File: config.mk
export PLATFORM = sky130hd
export DESIGN_NAME = apb_master_arbiter
export DESIGN_NICKNAME = d
export VERILOG_FILES = /design/src/rtl/apb_arb_pkg.sv /design/src/rtl/rr_arbiter.sv /design/src/rtl/apb_master_arbiter.sv
export SDC_FILE = /design/constraint.sdc
export NUM_CORES = 1
export LEC_CHECK = 0
export CAP_MARGIN = 5
export CORE_AREA = 4 4 161 163
export CTS_CLUSTER_DIAMETER = 40
export DETAILED_ROUTE_END_ITERATION = 12
export DIE_AREA = 0 0 165 167
export PLACE_DENSITY = 0.7
export SKIP_CTS_REPAIR_TIMING = 1
export SLEW_MARGIN = 30
export SYNTH_ARGS = -nofsm -noshare
export SYNTH_HDL_FRONTEND = slang
export SYNTH_SLANG_ARGS = --single-unit
export TNS_END_PERCENT = 1
File: constraint.sdc
create_clock -name PCLK -period 3.15 [get_ports PCLK]
set_input_delay 0.4725 -clock PCLK [delete_from_list [all_inputs] [get_ports PCLK]]
set_output_delay 0.4725 -clock PCLK [all_outputs]
set_load 0.01 [all_outputs]
File: src/rtl/apb_arb_pkg.sv
// Shared types and constants for the APB master arbiter: FSM states, slot decode
// field and the APB data width.
package apb_arb_pkg;

   typedef enum logic [1:0] {
      StIdle,
      StSetup,
      StAccess,
      StDone
   } apb_state_e;

   localparam int unsigned SLOT_MSB = 27;
   localparam int unsigned SLOT_LSB = 24;
   localparam int unsigned APB_DW   = 32;
   localparam int unsigned NSLOT    = 16;

   // One-hot slave select from the slot field; bits 31:28 do not take part.
   function automatic logic [NSLOT-1:0] slot_decode(input logic [APB_DW-1:0] addr);
      logic [NSLOT-1:0] sel;
      sel = '0;
      sel[addr[SLOT_MSB:SLOT_LSB]] = 1'b1;
      return sel;
   endfunction

endpackage

File: src/rtl/rr_arbiter.sv
// Combinational round-robin picker: the search starts at the requester after last_gnt
// and wraps, so the previous winner has the lowest priority.
module rr_arbiter #(
   parameter int unsigned NREQ = 4,
   parameter int unsigned IdxW = $clog2(NREQ)
) (
   input  logic [NREQ-1:0] req,
   input  logic [IdxW-1:0] last_gnt,
   output logic [NREQ-1:0] gnt,
   output logic [IdxW-1:0] gnt_idx
);

   int unsigned     cand_int;
   logic [IdxW-1:0] cand;
   logic            found;

   always_comb begin
      gnt      = '0;
      gnt_idx  = '0;
      found    = 1'b0;
      cand_int = 0;
      cand     = '0;
      for (int unsigned i = 1; i <= NREQ; i++) begin
         cand_int = (32'(last_gnt) + i) % NREQ;
         cand     = IdxW'(cand_int);
         if (!found && req[cand]) begin
            gnt[cand] = 1'b1;
            gnt_idx   = cand;
            found     = 1'b1;
         end
      end
   end

endmodule

File: src/rtl/apb_master_arbiter.sv
// Shares one APB master port among NREQ requesters: round-robin arbitration, SETUP/ACCESS
// sequencing, slot-based PSEL decode and a bounded wait-state timeout.
module apb_master_arbiter
   import apb_arb_pkg::*;
#(
   parameter int unsigned NREQ    = 4,
   parameter int unsigned TIMEOUT = 256
) (
   input  logic                   PCLK,
   input  logic                   PRESET,
   input  logic [NREQ-1:0]        REQ,
   input  logic [NREQ*APB_DW-1:0] REQ_ADDR,
   input  logic [NREQ-1:0]        REQ_WRITE,
   input  logic [NREQ*APB_DW-1:0] REQ_WDATA,
   output logic [NREQ-1:0]        GNT,
   output logic [NREQ-1:0]        DONE,
   output logic [APB_DW-1:0]      RDATA,
   output logic                   SLVERR,
   output logic                   BUSY,
   output logic [APB_DW-1:0]      PADDR,
   output logic [NSLOT-1:0]       PSEL,
   output logic                   PENABLE,
   output logic                   PWRITE,
   output logic [APB_DW-1:0]      PWDATA,
   input  logic [APB_DW-1:0]      PRDATA,
   input  logic                   PREADY,
   input  logic                   PSLVERR
);

   localparam int unsigned IdxW  = $clog2(NREQ);
   localparam int unsigned WaitW = (TIMEOUT > 0) ? $clog2(TIMEOUT + 1) : 1;
   localparam logic [WaitW-1:0] WaitLast = (TIMEOUT > 0) ? WaitW'(TIMEOUT - 1) : '0;

   apb_state_e state_q, state_d;

   logic [IdxW-1:0]   last_gnt_q, last_gnt_d;
   logic [IdxW-1:0]   gnt_idx_q, gnt_idx_d;
   logic [NREQ-1:0]   gnt_q, gnt_d;
   logic [NREQ-1:0]   done_q, done_d;
   logic [APB_DW-1:0] rdata_q, rdata_d;
   logic              slverr_q, slverr_d;
   logic [APB_DW-1:0] paddr_q, paddr_d;
   logic [NSLOT-1:0]  psel_q, psel_d;
   logic              penable_q, penable_d;
   logic              pwrite_q, pwrite_d;
   logic [APB_DW-1:0] pwdata_q, pwdata_d;
   logic [WaitW-1:0]  wait_q, wait_d;

   logic [APB_DW-1:0] addr_arr  [NREQ];
   logic [APB_DW-1:0] wdata_arr [NREQ];
   logic [NREQ-1:0]   win_gnt;
   logic [IdxW-1:0]   win_idx;

   for (genvar g = 0; g < NREQ; g++) begin : g_unpack
      assign addr_arr[g]  = REQ_ADDR[g*APB_DW +: APB_DW];
      assign wdata_arr[g] = REQ_WDATA[g*APB_DW +: APB_DW];
   end

   rr_arbiter #(
      .NREQ (NREQ),
      .IdxW (IdxW)
   ) u_rr_arbiter (
      .req      (REQ),
      .last_gnt (last_gnt_q),
      .gnt      (win_gnt),
      .gnt_idx  (win_idx)
   );

   always_comb begin
      state_d    = state_q;
      last_gnt_d = last_gnt_q;
      gnt_idx_d  = gnt_idx_q;
      gnt_d      = gnt_q;
      done_d     = done_q;
      rdata_d    = rdata_q;
      slverr_d   = slverr_q;
      paddr_d    = paddr_q;
      psel_d     = psel_q;
      penable_d  = penable_q;
      pwrite_d   = pwrite_q;
      pwdata_d   = pwdata_q;
      wait_d     = wait_q;

      unique case (state_q)
         StIdle: begin
            if (|REQ) begin
               state_d   = StSetup;
               gnt_d     = win_gnt;
               gnt_idx_d = win_idx;
               paddr_d   = addr_arr[win_idx];
               pwrite_d  = REQ_WRITE[win_idx];
               pwdata_d  = wdata_arr[win_idx];
               psel_d    = slot_decode(addr_arr[win_idx]);
            end
         end
         StSetup: begin
            state_d   = StAccess;
            penable_d = 1'b1;
            wait_d    = '0;
         end
         StAccess: begin
            if (PREADY) begin
               state_d   = StDone;
               psel_d    = '0;
               penable_d = 1'b0;
               done_d    = gnt_q;
               rdata_d   = pwrite_q ? '0 : PRDATA;
               slverr_d  = PSLVERR;
            end else if (TIMEOUT != 0 && wait_q == WaitLast) begin
               // Slave never answered: complete with an error so the bus is not held forever.
               state_d   = StDone;
               psel_d    = '0;
               penable_d = 1'b0;
               done_d    = gnt_q;
               rdata_d   = '0;
               slverr_d  = 1'b1;
            end else if (wait_q != '1) begin
               wait_d = wait_q + WaitW'(1);
            end
         end
         StDone: begin
            state_d    = StIdle;
            done_d     = '0;
            gnt_d      = '0;
            rdata_d    = '0;
            slverr_d   = 1'b0;
            last_gnt_d = gnt_idx_q;
         end
         default: begin
            state_d = StIdle;
         end
      endcase
   end

   always_ff @(posedge PCLK) begin
      if (PRESET) begin
         state_q    <= StIdle;
         last_gnt_q <= IdxW'(NREQ - 1);
         gnt_idx_q  <= '0;
         gnt_q      <= '0;
         done_q     <= '0;
         rdata_q    <= '0;
         slverr_q   <= 1'b0;
         paddr_q    <= '0;
         psel_q     <= '0;
         penable_q  <= 1'b0;
         pwrite_q   <= 1'b0;
         pwdata_q   <= '0;
         wait_q     <= '0;
      end else begin
         state_q    <= state_d;
         last_gnt_q <= last_gnt_d;
         gnt_idx_q  <= gnt_idx_d;
         gnt_q      <= gnt_d;
         done_q     <= done_d;
         rdata_q    <= rdata_d;
         slverr_q   <= slverr_d;
         paddr_q    <= paddr_d;
         psel_q     <= psel_d;
         penable_q  <= penable_d;
         pwrite_q   <= pwrite_d;
         pwdata_q   <= pwdata_d;
         wait_q     <= wait_d;
      end
   end

   assign GNT     = gnt_q;
   assign DONE    = done_q;
   assign RDATA   = rdata_q;
   assign SLVERR  = slverr_q;
   assign BUSY    = (state_q != StIdle);
   assign PADDR   = paddr_q;
   assign PSEL    = psel_q;
   assign PENABLE = penable_q;
   assign PWRITE  = pwrite_q;
   assign PWDATA  = pwdata_q;

endmodule

==> metrics.yaml, run 1 <==
die:
  dieArea_sq_um: 27600
  pin_count: 424
  start_util_pct: 30.9
  row_count: 57
  fp.dieH_um: 167
  core_sq_um: 24300
  die_x_um: 165
power_and_ir_drop:
  ir_worst_vdd_v: 0.000430
  powerDensity_nw_per_um2: 868
  p_leak_nw: 5.09
job:
  max_cap_violations: 0
critical_path:
  crit_buf_inv: 4
  worst_path_largest_cell_delay_ns: 0.39
  start_kind: "flip-flop"
  cpMaxStageDelayCell: "dfxtp_4"
  crit_family: "simple AND/OR/NAND/NOR gates"
  cp_max_fo: 7
  critPathKind: "reg2reg"
  critPathRequiredTime_ns: 3.49
  crit_top_cell: "buf_4"
  critical_path_arrival_ns: 3.30
  cp_cell_sequence: "inv_1, ha_4, mux4_2, and2b_2, or3_1, buf_4, nand3_1, nand3_1, buf_4, buf_4, a22oi_1, nand4b_1, a21oi_1"
  endpoint_kind: "flip-flop"
synth:
  ys_seq_area_share_pct: 36.8
  async_flop_share_pct: 0
  ys_ff_latch: 138
  synth_edf_count: 0
  netlist_instances: 1100
  syn_nets: 1416
  yosys.cell_types.count: 55
  avgSynthCellArea_sq_um: 6.82
  synth_flop_cell: "dfxtp_1"
  synth_warnings: 0
  synthesis.area_sq_um: 7500
timing:
  slew_violations: 0
  min_period_over_period_pct: 93.9
  setup_violations: 0
  rsz0062_at_grt: "no"
  hold_violations: 0
  post-route-min-period_ns: 2.96
  tightest_slew_ns: 0.858
  hold_ws_ns: 0.453
  relSlewSlack_pct: 42.8
  fin_skew_ns: 0.0114
  fmax_ghz: 0.338
  setup_tns_ns: 0
clock_tree:
  clock_sinks: 138
  cts_made_buffers: 17
  h-tree-depth: 4
  root_buffer: "clkbuf_16"
  clk_latency_ns: 0.43
  cts_tree: "done"
  cts_buffer_depth: 2
  path_clk_slew_ns: 0.07
drt:
  drcViolationCount: 0
  wirelength_mm: 32.5
  drtIter0Drc: 741
  firstDrtPassIters: 5
  ant_nets: 0
  vias: 9207
  vias_per_cell: 4.97
  wl_per_cell_um: 17.5
cells_and_area:
  drive_above_1_share_pct: 7.72
  final_area_sq_um: 13000
  fin_cells: 1854
  ff_latch_area_sq_um: 2770
  area_growth_pct: 72.9
  final_common_cell: "clkdlybuf4s50_1"
  final_core_util_pct: 53.4
  num-fill-cells: 2392
  final_net_count: 1832
  final_cell_mix: "clkdlybuf4s50_1, nand2_1, nand3_1"
  multi_input_area_sq_um: 4390
placement:
  numPortBuffers: 423
  dp_cells: 1821
  placed_area_sq_um: 12400
  routabilityCongestion: 0.923
  post-dp-hpwl_mm: 24.6
global_route:
  grt_pass1_vias: 8829
  grt_pass1_wl_mm: 49.6
  track_usage_pct: 22.9
  antenna_found_initial: 1
  grt_overflow: 0
  grt_max_degree: 66
status:
  run_status: "complete, no violations"
min_path:
  hp-class: "reg2reg"
synth_stat cells, types with 3 or more instances:
| master | instances | area, sq um |
|---|---|---|
| inv_1 | 8 | 30.0 |
| dfxtp_1 | 138 | 2760 |
| or4b_1 | 4 | 40.0 |
| nand3_1 | 202 | 1010 |
| buf_2 | 10 | 50.1 |
| xor2_1 | 4 | 35.0 |
| a221oi_1 | 4 | 35.0 |
| and3_1 | 3 | 18.8 |
| o21ai_1 | 3 | 15.0 |
| nor2_1 | 63 | 236 |
| nand4_1 | 4 | 25.0 |
| mux2i_1 | 5 | 50.1 |
| buf_1 | 12 | 45.0 |
| clkbuf_1 | 62 | 233 |
| nor3_1 | 6 | 30.0 |
| and2_1 | 3 | 18.8 |
| a21oi_1 | 93 | 465 |
| a211oi_1 | 3 | 22.5 |
| o21a_1 | 5 | 37.5 |
| nand2_1 | 346 | 1300 |
| o21ai_0 | 22 | 110 |
| nor3b_1 | 6 | 45.0 |
| a22oi_1 | 33 | 248 |
| or3_1 | 6 | 37.5 |
| ha_1 | 16 | 200 |
| mux4_2 | 3 | 67.6 |
sequential cells by signal, summed over array words and instances (netlist names):
| name | cells |
|---|---|
| GNT | 4 |
| DONE | 4 |
| PSEL | 16 |
| PWRITE | 1 |
| RDATA | 32 |
| PWDATA | 32 |
| SLVERR | 1 |
| last_gnt_q | 2 |
| PADDR | 32 |
| state_q | 2 |
| wait_q | 9 |
| gnt_idx_q | 2 |
| PENABLE | 1 |
logic make-up after synthesis:
logic type	Yosys count	share of synthesized area [%]
adders and majority gates	16	2.67
AOI/OAI and AO/OA	174	13.9
muxes	9	1.72
DFF	138	36.8
xor gates and xnor gates	5	0.584
buffers and inverters	96	5.19
and+or+nand+nor	662	39.1
routing by layer:
metal / global-route usage, % / routed length (um)
met5: 0 / 0
met4: 7.27 / 825
met3: 6.90 / 2430
met2: 38.9 / 16200
met1: 27.6 / 13100
tightest hold or removal path: stages, from the launching register on:
cell     delay [ns]
dfxtp_1        0.31
nand2_1        0.05
a21oi_1        0.05
stage by stage:
stage	worst slack [ns]	power, mW
floorplan	0.0443	6.11
detailed placement	-0.137	9.30
finish	0.193	11.3
global route	0.0489	12.1
CTS	0.174	11.4
global placement	-0.0911	9.24
report_power, final:
part / internal (mW) / switching [mW] / leakage, nW
Clock: 1.12 / 0.895 / 0.281
Sequential: 2.33 / 0.330 / 1.13
Combinational: 2.96 / 3.63 / 3.68
Total: 6.41 / 4.86 / 5.09
path summary, 6_finish.rpt:
check | start | to | slack [ns] | cells past startpoint
hold reg to reg | PWDATA[13] | PWDATA[13] | 0.45 | 2
setup / recovery | last_gnt_q[0] | PSEL[4] | 0.19 | 13
hold / removal | PWDATA[13] | PWDATA[13] | 0.45 | 2
setup reg to reg | last_gnt_q[0] | PSEL[4] | 0.19 | 13
area by class of cell:
type,count,area share (%)
Clock inverter,15,1.19
Antenna cell,1,0.0193
Timing Repair Buffer,485,37.0
Tap cell,324,3.12
Clock buffer,17,3.28
Multi-Input combinational cell,866,33.9
Inverter,8,0.231
Sequential cell,138,21.3
No activity file was read; power rests on OpenSTA's default activity.
==> inputs of run 2 (changes only) <==
ABC_CLOCK_PERIOD_IN_PS = 2420   (was default)
clock period = 2.42 ns   (was 3.15 ns; I/O delays follow)
==> run 2 against run 1 <==
  * The run now ends with setup timing left
  * Clock skew fell by 0.0016 ns
  * Critical path depth is 3 lower
  * Total power increased by 34%
  * Count of clock-buffer cells in the layout stayed put
  * Design area grew 2.4%
  * Largest power group unchanged
==> metrics.yaml, run 2 (synthesized netlist as in run 1, its figures left out) <==
status:
  run_status: "finished, violations left"  # was complete, no violations
  failed_checks: "setup timing"
critical_path:
  critPathKind: "reg2reg"  # unchanged
  endpoint_kind: "flip-flop"  # unchanged
  reg2regPathDepth: 10  # was 13
  cp_max_fo: 4  # was 7
  critical_path_arrival_ns: 3.19  # was 3.30 ns
  ff2ff_setup_slack_ns: -0.41  # was 0.19 ns
  critPathRequiredTime_ns: 2.78  # was 3.49 ns
  timing.rr.start: "last_gnt_q[0]"  # unchanged
  r2r_end: "PSEL[5]"  # was PSEL[4]
  start_kind: "flip-flop"  # unchanged
global_route:
  grt_pass1_vias: 8893  # was 8829
  grt_overflow: 0  # unchanged
  grt_max_degree: 93  # was 66
  track_usage_pct: 22.3  # was 22.9%
  grt_pass1_wl_mm: 48.9  # was 49.6 mm
  antenna_found_initial: 0  # was 1
power_and_ir_drop:
  powerDensity_nw_per_um2: 1140  # was 868 nW/um^2
  switchingPower_mw: 6.54  # was 4.86 mW
  clkPwrFrac_pct: 17.6  # was 17.9%
  ir_worst_vdd_v: 0.000974  # was 0.000430 V
  p_leak_nw: 5.23  # was 5.09 nW
  combPwrFrac_pct: 59.5  # was 58.5%
  switching_share_pct: 43.2  # was 43.1%
  seqPwrFrac_pct: 22.9  # was 23.6%
  p_int_mw: 8.61  # was 6.41 mW
timing:
  min_period_over_period_pct: 117  # was 93.9%
  fmax_ghz: 0.353  # was 0.338 GHz
  setup_violations: 81  # was 0
  setup_tns_ns: -19.11  # was 0 ns
  post-route-min-period_ns: 2.83  # was 2.96 ns
  fin_ws_ns: -0.412  # was 0.193 ns
  rsz0062_at_grt: "yes"  # was no
  tightest_slew_ns: 0.691  # was 0.858 ns
  relSlewSlack_pct: 53.9  # was 42.8%
  fin_skew_ns: 0.00976  # was 0.0114 ns
  slew_violations: 0  # unchanged
  hold_violations: 0  # unchanged
drt:
  drtIter0Drc: 591  # was 741
  wl_met3_mm: 2.05  # was 2.43 mm
  route.top_layer_used: "met4"  # unchanged
  firstDrtPassIters: 7  # was 5
  vias: 9347  # was 9207
  ant_nets: 0  # unchanged
  drcViolationCount: 0  # unchanged
  wl_per_cell_um: 17.3  # was 17.5 um
  wl_met2_mm: 16.5  # was 16.2 mm
  vias_per_cell: 5.00  # was 4.97
  wl_met1_mm: 13.1  # about the same
  wirelength_mm: 32.4  # was 32.5 mm
die:
  core_sq_um: 24300  # unchanged
  start_util_pct: 30.9  # unchanged
  die_x_um: 165  # unchanged
  dieArea_sq_um: 27600  # unchanged
  fp.dieH_um: 167  # unchanged
  pin_count: 424  # unchanged
  row_count: 57  # unchanged
cells_and_area:
  area_growth_pct: 77.1  # was 72.9%
  drive_above_1_share_pct: 10.7  # was 7.72%
  final_common_cell: "clkdlybuf4s50_1"  # unchanged
  final_core_util_pct: 54.7  # was 53.4%
  antenna_cells: 0  # was 1
  final_net_count: 1850  # was 1832
  final_cell_mix: "clkdlybuf4s50_1, nand2_1, nand3_1"  # unchanged
clock_tree:
  clk_latency_ns: 0.42  # was 0.43 ns
  cts_made_buffers: 17  # unchanged
  path_clk_slew_ns: 0.07  # about the same
  root_buffer: "clkbuf_16"  # unchanged
  cts_tree: "done"  # unchanged
  cts_buffer_depth: 2  # unchanged
  h-tree-depth: 4  # unchanged
  clock_sinks: 138  # unchanged
min_path:
  hp-start: "PRESET"  # was PWDATA[13]
  hold_path_depth: 2  # unchanged
  hold-path-endpoint: "PSEL[5]"  # was PWDATA[13]
  hp-class: "in2reg"  # was reg2reg
placement:
  post-dp-hpwl_mm: 24.4  # was 24.6 mm
  numPortBuffers: 423  # unchanged
  routabilityCongestion: 0.895  # was 0.923
job:
  max_cap_violations: 0  # unchanged
[run 2: changes by cell type in the layout (fill, tap and decap cells not counted), sizes merged]
cell,before,now
buf,63,81
clkinv,3,4
clkinvlp,2,1
diode,1,0
[run 2: per-stage QoR]
stage               worst slack, ns  hold slack [ns]  instance area, sq um  total power [mW]  instances
floorplan                    -0.575            0.436                  7520              7.95       1100
global placement             -0.689            0.439                 12500              12.0       1832
detailed placement           -0.754            0.444                 12500              12.2       1832
CTS                          -0.469            0.190                 13100              14.9       1864
global route                 -0.540            0.202                 13300              16.2       1871
finish                       -0.412            0.207                 13300              15.2       1871
[run 2: power by group through the flow]
stage | clock network (mW) | logic [mW] | registers (mW)
5_1_grt | 2.83 | 9.83 | 3.56
3_3_place_gp | 0 | 8.58 | 3.47
2_1_floorplan | 0 | 4.17 | 3.78
4_1_cts | 2.72 | 8.71 | 3.46
3_5_place_dp | 0 | 8.66 | 3.50
6_report | 2.67 | 9.02 | 3.47
[run 2: worst max-delay path by stage]
stage | cells after the start | to | slack, ns | from
6_report | 10 | PSEL[5] | -0.41 | last_gnt_q[0]
5_1_grt | 11 | PSEL[2] | -0.54 | last_gnt_q[0]
4_1_cts | 10 | PSEL[1] | -0.47 | last_gnt_q[0]
3_5_place_dp | 10 | PSEL[1] | -0.75 | REQ[1]
3_3_place_gp | 10 | PSEL[6] | -0.69 | REQ[1]
2_1_floorplan | 12 | PSEL[5] | -0.57 | last_gnt_q[0]
[run 2: critical path, cell delays in order (launching register included)]
cell and delay, ns:
dfxtp_4 0.38, inv_4 0.04, ha_4 0.28, mux4_2 0.27, and2b_2 0.26, nor3_4 0.35
nor2_8 0.07, mux2i_2 0.17, mux2_4 0.30, or4b_4 0.52, a21oi_2 0.14
[run 2: routing by layer]
| layer | vias to the layer above | track usage [%] |
|---|---|---|
| met5 | - | 0 |
| met4 | 0 | 6.37 |
| met3 | 44 | 4.70 |
| met2 | 343 | 39.0 |
| met1 | 4350 | 27.3 |
| li1 | 4610 | - |
[run 2: final cells by class]
cell class,count,area [sq um]
inverter,8,32.5
fill,2291,11000
tap,324,405
multi-input combinational,866,4530
clock buffer,17,425
sequential,138,2770
clock inverter,15,171
timing repair buffer,503,4960
